### src/rtl/array_div_pkg.sv
// Shared types and default sizes for the array divider sequencer.
// Default geometry matches the matrix-inverse row: six lanes of 27-bit words.
// The divider latency default is the fixed pipeline depth of the array divider.
package array_div_pkg;

    localparam int N   = 6;
    localparam int W   = 27;
    localparam int LAT = 27;

    typedef logic [W-1:0] word_t;
    typedef word_t [N-1:0] row_t;

    typedef enum logic [1:0] {
        IDLE = 2'd0,
        CLR  = 2'd1,
        RUN  = 2'd2,
        DONE = 2'd3
    } ctrl_state_e;

endpackage

### src/rtl/array_div_ctrl.sv
// Sequences one row job through the array divider: clear, run LAT cycles, capture quotients.
// Latency: LAT+2 cycles from acceptance to out_valid; one job in flight, spacing >= LAT+3.
// Backpressure: in_ready only in IDLE; the result is held in DONE until out_ready.
module array_div_ctrl #(
    parameter int N   = array_div_pkg::N,
    parameter int W   = array_div_pkg::W,
    parameter int LAT = array_div_pkg::LAT
) (
    input  logic                  clk,
    input  logic                  rst,
    input  logic                  in_valid,
    output logic                  in_ready,
    input  logic [N-1:0][W-1:0]   in_dividends,
    input  logic [W-1:0]          in_divisor,
    output logic                  out_valid,
    input  logic                  out_ready,
    output logic [N-1:0][W-1:0]   out_quotients,
    output logic                  out_div0,
    output logic                  div_en,
    output logic                  div_rst,
    output logic [N-1:0][W-1:0]   div_dividends,
    output logic [W-1:0]          div_divisor,
    input  logic [N-1:0][W-1:0]   div_quotients
);

    import array_div_pkg::ctrl_state_e;
    import array_div_pkg::IDLE;
    import array_div_pkg::CLR;
    import array_div_pkg::RUN;
    import array_div_pkg::DONE;

    // LAT=1 still needs a one-bit counter; it is loaded with 0 so RUN lasts one cycle.
    localparam int            CW       = (LAT > 1) ? $clog2(LAT) : 1;
    localparam logic [CW-1:0] CNT_LOAD = CW'(LAT - 1);

    ctrl_state_e          state_q, state_d;
    logic [CW-1:0]        cnt_q, cnt_d;
    logic [N-1:0][W-1:0]  opnd_q, opnd_d;
    logic [W-1:0]         dvsr_q, dvsr_d;
    logic                 div0_q, div0_d;
    logic [N-1:0][W-1:0]  quot_q, quot_d;
    logic                 out_div0_q, out_div0_d;

    assign div_dividends = opnd_q;
    assign div_divisor   = dvsr_q;
    assign out_quotients = quot_q;
    assign out_div0      = out_div0_q;

    // Next-state, counter and capture logic; handshake and divider controls decode from state.
    always_comb begin
        state_d    = state_q;
        cnt_d      = cnt_q;
        opnd_d     = opnd_q;
        dvsr_d     = dvsr_q;
        div0_d     = div0_q;
        quot_d     = quot_q;
        out_div0_d = out_div0_q;
        in_ready   = 1'b0;
        out_valid  = 1'b0;
        div_en     = 1'b0;
        div_rst    = 1'b0;

        case (state_q)
            IDLE: begin
                in_ready = 1'b1;
                if (in_valid) begin
                    opnd_d  = in_dividends;
                    dvsr_d  = in_divisor;
                    div0_d  = (in_divisor == '0);
                    state_d = CLR;
                end
            end
            CLR: begin
                div_rst = 1'b1;
                cnt_d   = CNT_LOAD;
                state_d = RUN;
            end
            RUN: begin
                div_en = 1'b1;
                if (cnt_q == '0) begin
                    // A zero divisor runs the full sequence; only the captured value is forced.
                    quot_d     = div0_q ? '0 : div_quotients;
                    out_div0_d = div0_q;
                    state_d    = DONE;
                end else begin
                    cnt_d = cnt_q - 1'b1;
                end
            end
            DONE: begin
                out_valid = 1'b1;
                if (out_ready) begin
                    state_d = IDLE;
                end
            end
            default: begin
                state_d = IDLE;
            end
        endcase
    end

    // State and datapath registers with synchronous active-low clear.
    always_ff @(posedge clk) begin
        if (!rst) begin
            state_q    <= IDLE;
            cnt_q      <= '0;
            opnd_q     <= '0;
            dvsr_q     <= '0;
            div0_q     <= 1'b0;
            quot_q     <= '0;
            out_div0_q <= 1'b0;
        end else begin
            state_q    <= state_d;
            cnt_q      <= cnt_d;
            opnd_q     <= opnd_d;
            dvsr_q     <= dvsr_d;
            div0_q     <= div0_d;
            quot_q     <= quot_d;
            out_div0_q <= out_div0_d;
        end
    end

endmodule
### config.mk
export PLATFORM = sky130hd
export DESIGN_NAME = array_div_ctrl
export DESIGN_NICKNAME = d
export VERILOG_FILES = /design/src/rtl/array_div_pkg.sv /design/src/rtl/array_div_ctrl.sv
export SDC_FILE = /design/constraint.sdc
export NUM_CORES = 1
export LEC_CHECK = 0
export ABC_AREA = 1
export CAP_MARGIN = 40
export CORE_AREA = 2 2 280 282
export DETAILED_ROUTE_END_ITERATION = 10
export DIE_AREA = 0 0 282 284
export HOLD_SLACK_MARGIN = 0.06
export PLACE_DENSITY = 0.48
export SLEW_MARGIN = 20
export SYNTH_ARGS = -nofsm -noshare
export SYNTH_HDL_FRONTEND = slang
export SYNTH_SLANG_ARGS = --single-unit
### constraint.sdc
create_clock -name clk -period 3.7 [get_ports clk]
set_clock_uncertainty 0.1 [all_clocks]
set_input_delay 0.37 -clock clk [delete_from_list [all_inputs] [get_ports clk]]
set_output_delay 0.37 -clock clk [all_outputs]
set_load 0.05 [all_outputs]
# Word level (Yosys, flattened, before mapping)
# Index checks and enable logic that the tools add are counted.
[totals]
input_bits = 355
register_bits = 360
word_cells = 44
[op_classes]
n_addsub = 1
eq_ne = 7
reduce_logical = 8
muxes = 11
[ops]
columns = ["operator", "count"]
rows = [
  ["162-bit two-way mux", 1],
  ["27-bit zero test", 1],
  ["5-bit one-hot mux with 2 select lines", 1],
  ["2-bit inequality test (second input constant)", 4],
  ["2-bit one-hot mux with 4 select lines", 1],
  ["2-bit two-way mux", 3],
  ["2-bit AND reduction", 3],
  ["5-bit zero test", 1],
  ["5-bit two-way mux", 1],
  ["5-bit by 1-bit subtractor with 5-bit output (second input constant)", 1],
  ["2-bit == test (second input constant)", 2],
  ["1-bit two-way mux", 4],
  ["3-bit AND reduction", 1],
  ["2-bit by 1-bit == test with 1-bit output (second input constant)", 1],
  ["2-bit zero test", 1],
  ["2-bit nonzero test", 1],
]

# Logic depth before layout (Yosys ltp)
[depth]
depth_word = 3
mapped_depth = 9
mapped_depth_nobuf = 8

# Least setup slack after synthesis
# Ideal clock, no wire load.
[synth_path]
kind = "register to register"
startpoint = "register state_q[0]"
endpoint = "register opnd_q, in the netlist div_dividends[27]"
path_stages_with_launch = 9
t_required_ns = 3.535
setup_slack_ns = 1.684
n_path_buf = 2
arrival_ns = 1.851
synth_period_minus_slack_ns = 2.016
cell_sequence = "dfxtp_1 -> inv_1 -> ha_1 -> nand2_1 -> inv_1 -> buf_2 -> clkbuf_1 -> nor2_1 -> nor2_1"
[synth_via]
elab_chain_cells = 2
[synth_rtl]
columns = ["element", "line_no", "text"]
rows = [
  ["start, declared", "array_div_ctrl.sv:36", "ctrl_state_e state_q, state_d;"],
  ["start signal, assigned", "array_div_ctrl.sv:112", "state_q <= state_d;"],
  ["2-bit zero test", "array_div_ctrl.sv:63", "case (state_q)"],
  ["2-bit AND reduction (no line)", "-", ""],
  ["end signal, assigned", "array_div_ctrl.sv:114", "opnd_q <= opnd_d;"],
  ["end, declared", "array_div_ctrl.sv:38", "logic [N-1:0][W-1:0] opnd_q, opnd_d;"],
]
# No other way between the ends.
# A chain may end at the register's enable or synchronous reset.

# Worst setup path after layout
[layout_path]
startpoint = "register state_q[0]"
endpoint = "output port div_en"
[layout_via]
elab_chain_cells = 2
[layout_rtl]
columns = ["element", "line_no", "text"]
rows = [
  ["2-bit == test", "array_div_ctrl.sv:63", ""],
  ["1-bit two-way mux", "array_div_ctrl.sv:63", ""],
  ["end, declared", "array_div_ctrl.sv:19", "output logic div_en,"],
]
# No other way between the ends.

==> flow_summary.toml <==
[floorplan]
dieHeight_microns = 284
row_count = 102
dieArea_sq_um = 80100
coreArea_sq_um = 77000
io_pins = 711
initial_core_util_pct = 17.2
fp.dieW_microns = 282

[setup_path]
reg2reg_depth = 8
cp-start-kind = "flop"
cpMaxStageDelayCell = "clkdlybuf4s50_1"
cp_max_fo = 7
cp_slowest_stage_delay_ps = 1020
crit_arrival_ps = 2440
cp_top_family = "buffers and inverters"
path_cells = "inv_1 -> ha_1 -> clkdlybuf4s50_1"
critical_path_class = "flop to output port"
critPathBufInv = 2
cp-end-kind = "output port"
path_depth = 3
crit_required_ps = 3230

[placement]
hpwl_microns = 42700
io_buffers = 710
place_congestion = 0.825
pre_cts_slack_ps = 1190

[yosys]
synthArstFlopShare_pct = 0
synth_common_cells = "nor2_1, dfxtp_1, nand2_1, a21oi_1, o21ai_0"
syn_inst = 1636
synth_mux_area_share_pct = 0
synthXorXnorAreaFrac_pct = 0.132
ys_types = 20
syn_nets = 1997
yosysMostFrequentCell = "nor2_1"
synthSimpleGateAreaFrac_pct = 25.8
synth_compound_area_share_pct = 13.7
synth.largest_area_cell = "dfxtp_1"
synth_edf_count = 0
ys_seq_elements = 360
synth_top_cell_area_share_pct = 54.4
netlist_area_sq_um = 13300
synthAdderAreaFrac_pct = 0.566
postSynthAreaPerCell_sq_um = 8.10
synth_top_family_by_area = "simple AND/OR/NAND/NOR gates"
synthFlopType = "dfxtp_1"
yosysSeqAreaShare_pct = 54.4
synthTopCellsByArea = "dfxtp_1, nor2_1, a21oi_1"
ys_warn_count = 0

[sta]
fmax_mhz = 343
fin_ws_ps = 787
hold_viol = 0
period_needed_ps = 2910
tns_ps = 0
fin_crit_sh_pct = 78.7
setup_viol = 0
grt_setup_unrepaired = "no"
worstMarginPinSlew_ps = 978
finalMaxSlewViolations = 0
slew-limit-headroom_pct = 34.8

[clock_network]
path_clk_slew_ps = 60
clock_latency_ps = 560
numCtsBuffers = 45
cts_setup_buffers = 0
ctsResizeCount = 0
htree_levels = 2
cts_tree = "built"
clockRootBuffer = "clkbuf_16"
clk_path_buf_depth = 3
ctsHoldBuffers = 0
clkSinkCount = 360

[detailed_routing]
postRouteAntennaNets = 0
drt_iter0_markers = 540
vias = 13624
drc_errors = 0
postRouteWirelength_microns = 58400
routedWlPerCell_microns = 17.3
via_per_inst = 4.05
dr.pass1.iters = 7

[global_route]
grt_max_degree = 162
track_usage_pct = 13.8
grt_overflow = 0
grt_pass1_wl_microns = 85000
grt_pass1_vias = 13615
antenna_found_initial = 8

[job]
maxCapViolCount = 0

[finish]
area_delta_synth_final_pct = 72.9
drive_above_1_share_pct = 7.59
fin_nets = 2649

[min_path]
hp-class = "input pin to flop"
hold_depth = 3

[pwr]
leakage_nw = 8.03
vdd_drop_max_mv = 0.481
p_per_area_nw_per_um2 = 769

[status]
outcome = "finished, final reports clean"
[worst reg2reg max path, delay by kind of cell, from the launching register on]
| kind | cells | cell delay, ps |
|---|---|---|
| fa+ha+maj | 1 | 180 |
| buf+inv | 4 | 1140 |
| flops | 1 | 340 |
| simple gates | 3 | 500 |
[through the flow]
step                utilization, %  hold WS (ps)  cells  total power (W)  cell area [sq um]
finish                        29.8           168   3366           0.0176              22900
detailed placement            27.8           354   3279           0.0133              21400
global route                  29.8           160   3363           0.0185              22900
CTS                           29.7           125   3358           0.0179              22900
floorplan                        -           339   1636           0.0103              13300
global placement              27.8           351   3279           0.0132              21400
[per-layer routing]
layer / vias to the layer above / wire, microns / track usage [%]
met5: - / 27 / 0
met4: 4 / 1630 / 4.67
met3: 83 / 5000 / 4.47
met2: 505 / 28100 / 23.9
met1: 6345 / 23600 / 15.9
li1: 6687 / - / -
[cell type report]
class	instances	area, sq um
fill	8164	54000
timing repair buffer	737	7490
tap	1040	1300
clock inverter	16	168
sequential	360	7210
antenna	6	15.0
inverter	18	82.6
multi-input combinational	1126	5340
clock buffer	63	1310
[power by group]
| group | internal (W) | switching [W] | total, W |
|---|---|---|---|
| registers | 0.00477 | 0.000489 | 0.00526 |
| logic | 0.00257 | 0.00537 | 0.00793 |
| clock network | 0.00266 | 0.00176 | 0.00442 |
| total | 0.0100 | 0.00762 | 0.0176 |
[path summary, 6_finish.rpt]
| check | start | endpoint | slack (ps) |
|---|---|---|---|
| max reg2reg | state_q[0]$_SDFFE_PN0P_ | div_dividends[37]$_SDFFE_PN0P_ | 1370 |
| max | state_q[0]$_SDFFE_PN0P_ | div_en | 790 |
| min | rst | div_dividends[12]$_SDFFE_PN0P_ | 170 |
| min reg2reg | out_quotients[132]$_SDFFE_PN0P_ | out_quotients[132]$_SDFFE_PN0P_ | 360 |
[layout by cell type (no fill, tap or decap), types with 2 or more instances in the layout]
cell | netlist | final
nand3_2 | 71 | 71
diode_2 | 0 | 6
clkdlybuf4s50_1 | 0 | 709
inv_6 | 0 | 5
nor2_1 | 398 | 398
nand2_1 | 186 | 185
nor3_1 | 2 | 2
bufinv_16 | 0 | 3
xor2_1 | 2 | 2
clkbuf_16 | 0 | 47
dfxtp_1 | 360 | 360
clkinvlp_4 | 0 | 2
clkinv_2 | 0 | 9
clkbuf_8 | 0 | 7
inv_1 | 15 | 14
clkbuf_1 | 67 | 9
nand3_1 | 98 | 97
ha_1 | 6 | 6
o21ai_0 | 161 | 161
a21oi_1 | 170 | 170
buf_4 | 0 | 14
o21ai_1 | 30 | 30
buf_12 | 0 | 13
[flip-flops by register name, indices dropped and copies added, names as in the netlist]
signal / cells
div_dividends: 162
cnt_q: 5
div_divisor: 27
div0_q: 1
out_div0: 1
out_quotients: 162
state_q: 2
[kinds of logic (layout without fill, tap and decap cells)]
group                    count (synthesis)  after routing
XOR/XNOR                                 2              2
AO/OA/AOI/OAI                          362            362
adder cells (fa/ha/maj)                  6              6
AND/OR/NAND/NOR                        756            756
buffers and inverters                  150            834
other                                    0              6
flip-flops                             360            360
Power figures use the tool's default switching activity.
==> RTL edit 1 (config.mk and constraints unchanged) <==
The package constant `W` goes from 27 to 35.
--- a/src/rtl/array_div_pkg.sv
+++ b/src/rtl/array_div_pkg.sv
@@ -6,3 +6,3 @@
     localparam int N   = 6;
-    localparam int W   = 27;
+    localparam int W   = 35;
     localparam int LAT = 27;
Interface: changed (6 resized); port bits go from 711 to 919. No check against the original RTL was run, so the function may have changed too.
==> RTL edit 1 against the original RTL <==
Wire length is 31% higher. Worst setup slack better by 0.087 ns. First-iteration DRC count rose by 58%. Synthesized cell count increased by 27%. Via count rose by 23%. Sequential share of layout area up 1.4 points. Final cell count rose by 19%. Synthesized area up 23%. Sequential cell count increased by 104. Hold slack improved by 0.052 ns. Die area stayed put. Total power is 30% higher. Utilization up 7.0 points. Cell area rose by 23%. Critical path type unchanged. Largest cell class unchanged.
==> RTL edit 1: results (changes against the original RTL) <==
status=complete, no violations; GRT Total Usage=18.1% (+4.3 points); worst hold margin=0.219 ns (+0.0516 ns); met1 usage=18.7% (+2.8 points); ranking of synthesized cells by area=dfxtp_1 57%, nor2_1 12%, nand2_1 9.9%; placed cell count=3898 (+19%); adder-cell share of the synthesized area=0.460% (-0.11 points); hold depth=3 (unchanged); Worst-Skew Late Latency=0.61 ns (+0.05 ns); Critical Path AT=2.36 ns (-0.08 ns); Post-Syn Instances=2070 (+27%); Hold Path End=out_quotients[81]; GRT met3 Usage=7.66% (+3.2 points); DR pass1 iterations=4 (-3); Cell Int Power=12.9 mW (+29%); Compound-Gate Fraction of Synth Area=14.6% (+0.86 points); Placer Congestion=0.851 (+3.2%); drt initial violations=851 (+58%); r2r endpoint=out_quotients[154]; wire length on met2=37900 um (+35%); top post-synthesis cells by count=512 x nor2_1, 464 x dfxtp_1, 431 x nand2_1; Post-CTS Setup Repair Bufs=0 (unchanged); final period demand of the worst path=2.83 ns (-0.0866 ns); initial antenna violation count=24 (+16); sequential-to-total area share from yosys stat=57.0% (+2.6 points); Inserted Clock Buffers=57 (+27%); detailed-route via count=16800 (+23%); Synth Net Count=2535 (+27%); Yosys cell types=26 (+30%); area post-placement=0.0263 mm2 (+23%); VDD IR-drop max=0.486 mV (+1.1%); Metal-1 WL=28300 um (+20%); largest net degree at the start of global routing=212 (+31%); ratio of cells with drive above 1 in the final layout=4.73% (-2.9 points); critical path capture point=div_en; Layout Nets=3384 (+28%); r2r worst-path depth=6 (-2); Synth async-reset ratio=0% (unchanged); slowest stage delay, CP=0.92 ns (-0.10 ns); P_clk=5.75 mW (+30%); met3 wire len=7500 um (+50%); clock power share=25.1% (about the same); Avg Vias per Cell=4.18 (+3.2%); pre-CTS setup slack=1.43 ns (+0.242 ns); input/output buffers=918 (+29%); P_leak=10.2 nW (+27%); Reg power frac=29.7% (-0.2 points); Final setup viols=0 (unchanged); global-route wire length before repair=109000 um (+28%); slew margin rel.=10.7% (-24 points); Detailed Place HPWL=56600 um (+33%); Synth Area in XOR/XNOR=0.107% (-0.025 points); Synth Flop Type=dfxtp_1; Hold Crit Start=div_quotients[81]; met2 Use GR=31.7% (+7.8 points); wire length per cell=19.1 um (+10%); worst reg2reg setup slack=1.24 ns (-0.13 ns)
-- RTL edit 1: cell types whose count changed after synthesis, sizes merged, moves of 3 or more --
cell / unedited run / this run
nor2: 399 / 514
buf: 65 / 73
dfxtp: 360 / 464
nand2: 186 / 441
o21ai: 191 / 245
nand4: 0 / 3
a21oi: 170 / 218
clkbuf: 67 / 77
nand3: 169 / 5
-- RTL edit 1: repair_timing --
item / CTS / global route
resized for setup: 0 / 0
hold endpoints to repair: 1 / 0
hold buffers: 1 / 0
-- RTL edit 1: area by class of cell --
| type | count | area [um2] |
|---|---|---|
| Multi-Input combinational cell | 1438 | 6170 |
| Sequential cell | 464 | 9290 |
| Fill cell | 8023 | 48700 |
| Clock buffer | 82 | 1680 |
| Tap cell | 1040 | 1300 |
| Clock inverter | 20 | 243 |
| Inverter | 18 | 82.6 |
| Antenna cell | 11 | 27.5 |
| Timing Repair Buffer | 940 | 9480 |
==> RTL edit 2 (same flow settings) <==
Made on the original files. Register the input `in_divisor` before use. The logic sees it one clock later. The other inputs are not delayed to match.
--- a/src/rtl/array_div_ctrl.sv
+++ b/src/rtl/array_div_ctrl.sv
@@ -35,2 +35,8 @@
 
+    logic [W-1:0] in_divisor_q;
+
+    always_ff @(posedge clk) begin
+        in_divisor_q <= in_divisor;
+    end
+
     ctrl_state_e          state_q, state_d;
@@ -67,4 +73,4 @@
                     opnd_d  = in_dividends;
-                    dvsr_d  = in_divisor;
-                    div0_d  = (in_divisor == '0);
+                    dvsr_d  = in_divisor_q;
+                    div0_d  = (in_divisor_q == '0);
                     state_d = CLR;
Behaviour: not the same (a bounded check fails within 4 cycles, from zero or initial values and one cycle with rst low).
==> RTL edit 2 against the original RTL <==
Total power up 8.8%. Worst setup slack got worse by 0.21 ns. Final cell count rose by 10%. Wire length up 8.3%. Largest cell class is now registers. Synthesized area increased by 13%. Critical endpoint unchanged. Clock power grew 7.5%. Sequential cell count increased by 27. Hold slack got worse by 0.045 ns. First-iteration DRC count rose by 38%. Cell area up 7.0%. Utilization increased by 2.1 points. Sequential power rose by 5.3%.
==> RTL edit 2: results (changes against the original RTL) <==
Metal-1 WL=25500 um (+7.9%); slowest stage delay, CP=0.94 ns (-0.08 ns); Clock-cell share=6.44% (+0.0085 points); top post-synthesis cells by count=566 x nor2_1, 387 x dfxtp_1, 189 x o21ai_0; pre-CTS setup slack=1.13 ns (-0.0584 ns); GRT Total Usage=15.0% (+1.2 points); placed cell count=3630 (+11%); ranking of synthesized cells by area=dfxtp_1 52%, nor2_1 14%, nand4_1 6.8%; Inserted Clock Buffers=49 (+8.9%); Sequential Area=0.00775 mm2 (+7.6%); non-clk buf share=30.1% (-2.6 points); GRT met3 Usage=5.01% (+0.54 points); final period demand of the worst path=3.12 ns (+0.208 ns); Comb power frac=46.3% (+1.3 points); Yosys top cell area share=51.7% (-2.7 points); slew margin rel.=39.7% (+4.9 points); Post-Syn Instances=2026 (+24%); met2 Use GR=25.3% (+1.4 points); n_diodes=3 (-3); initial antenna violation count=5 (-3); Synth Net Count=2387 (+20%); met1 usage=17.6% (+1.7 points); # clk buffers=76 (+21%); final wirelength=63200 um (+8.3%); worst hold margin=0.123 ns (-0.0453 ns); ratio of cells with drive above 1 in the final layout=3.89% (-3.7 points); VDD IR-drop max=0.993 mV (+110%); status=complete, no violations; global-route wire length before repair=93400 um (+9.8%); Placer Congestion=0.803 (-2.6%); fillers=8320 (+1.9%); Seq. pwr=5.54 mW (+5.3%); detailed-route via count=15300 (+12%); bufs w/o clock=735 (-0.27%); P_leak=9.49 nW (+18%); Synth-to-Final Area Change=63.6%; area post-placement=0.0229 mm2 (+7.3%); multi-input gate count=1288 (+14%); r2r endpoint=out_quotients[118]; largest net degree at the start of global routing=165 (+1.9%); hold depth=1 (-2); wire length per cell=17.0 um (-2.0%)
-- RTL edit 2: cell types whose count changed in the layout (fill, tap and decap cells not counted), moves of 26 or more --
cell / before / now
nor2_1: 398 / 566
inv_1: 14 / 177
nand4_1: 0 / 163
nand3_1: 97 / 5
nand3_2: 71 / 0
o21ai_1: 30 / 0
o21ai_0: 161 / 189
dfxtp_1: 360 / 386
-- RTL edit 2: logic make-up after synthesis --
logic type | synth area share (%)
simple gates | 25.9
flops | 51.7
compound gates | 12.1
fa+ha+maj | 0.501
buf+inv | 9.71
xor+xnor | 0.0585
-- RTL edit 2: worst reg2reg max path: cells and delay by family (launching register included) --
kind / cells / cell delay (ns)
compound gates: 1 / 0.07
flops: 1 / 0.34
buf+inv: 2 / 0.57
fa+ha+maj: 1 / 0.61
simple gates: 2 / 0.52
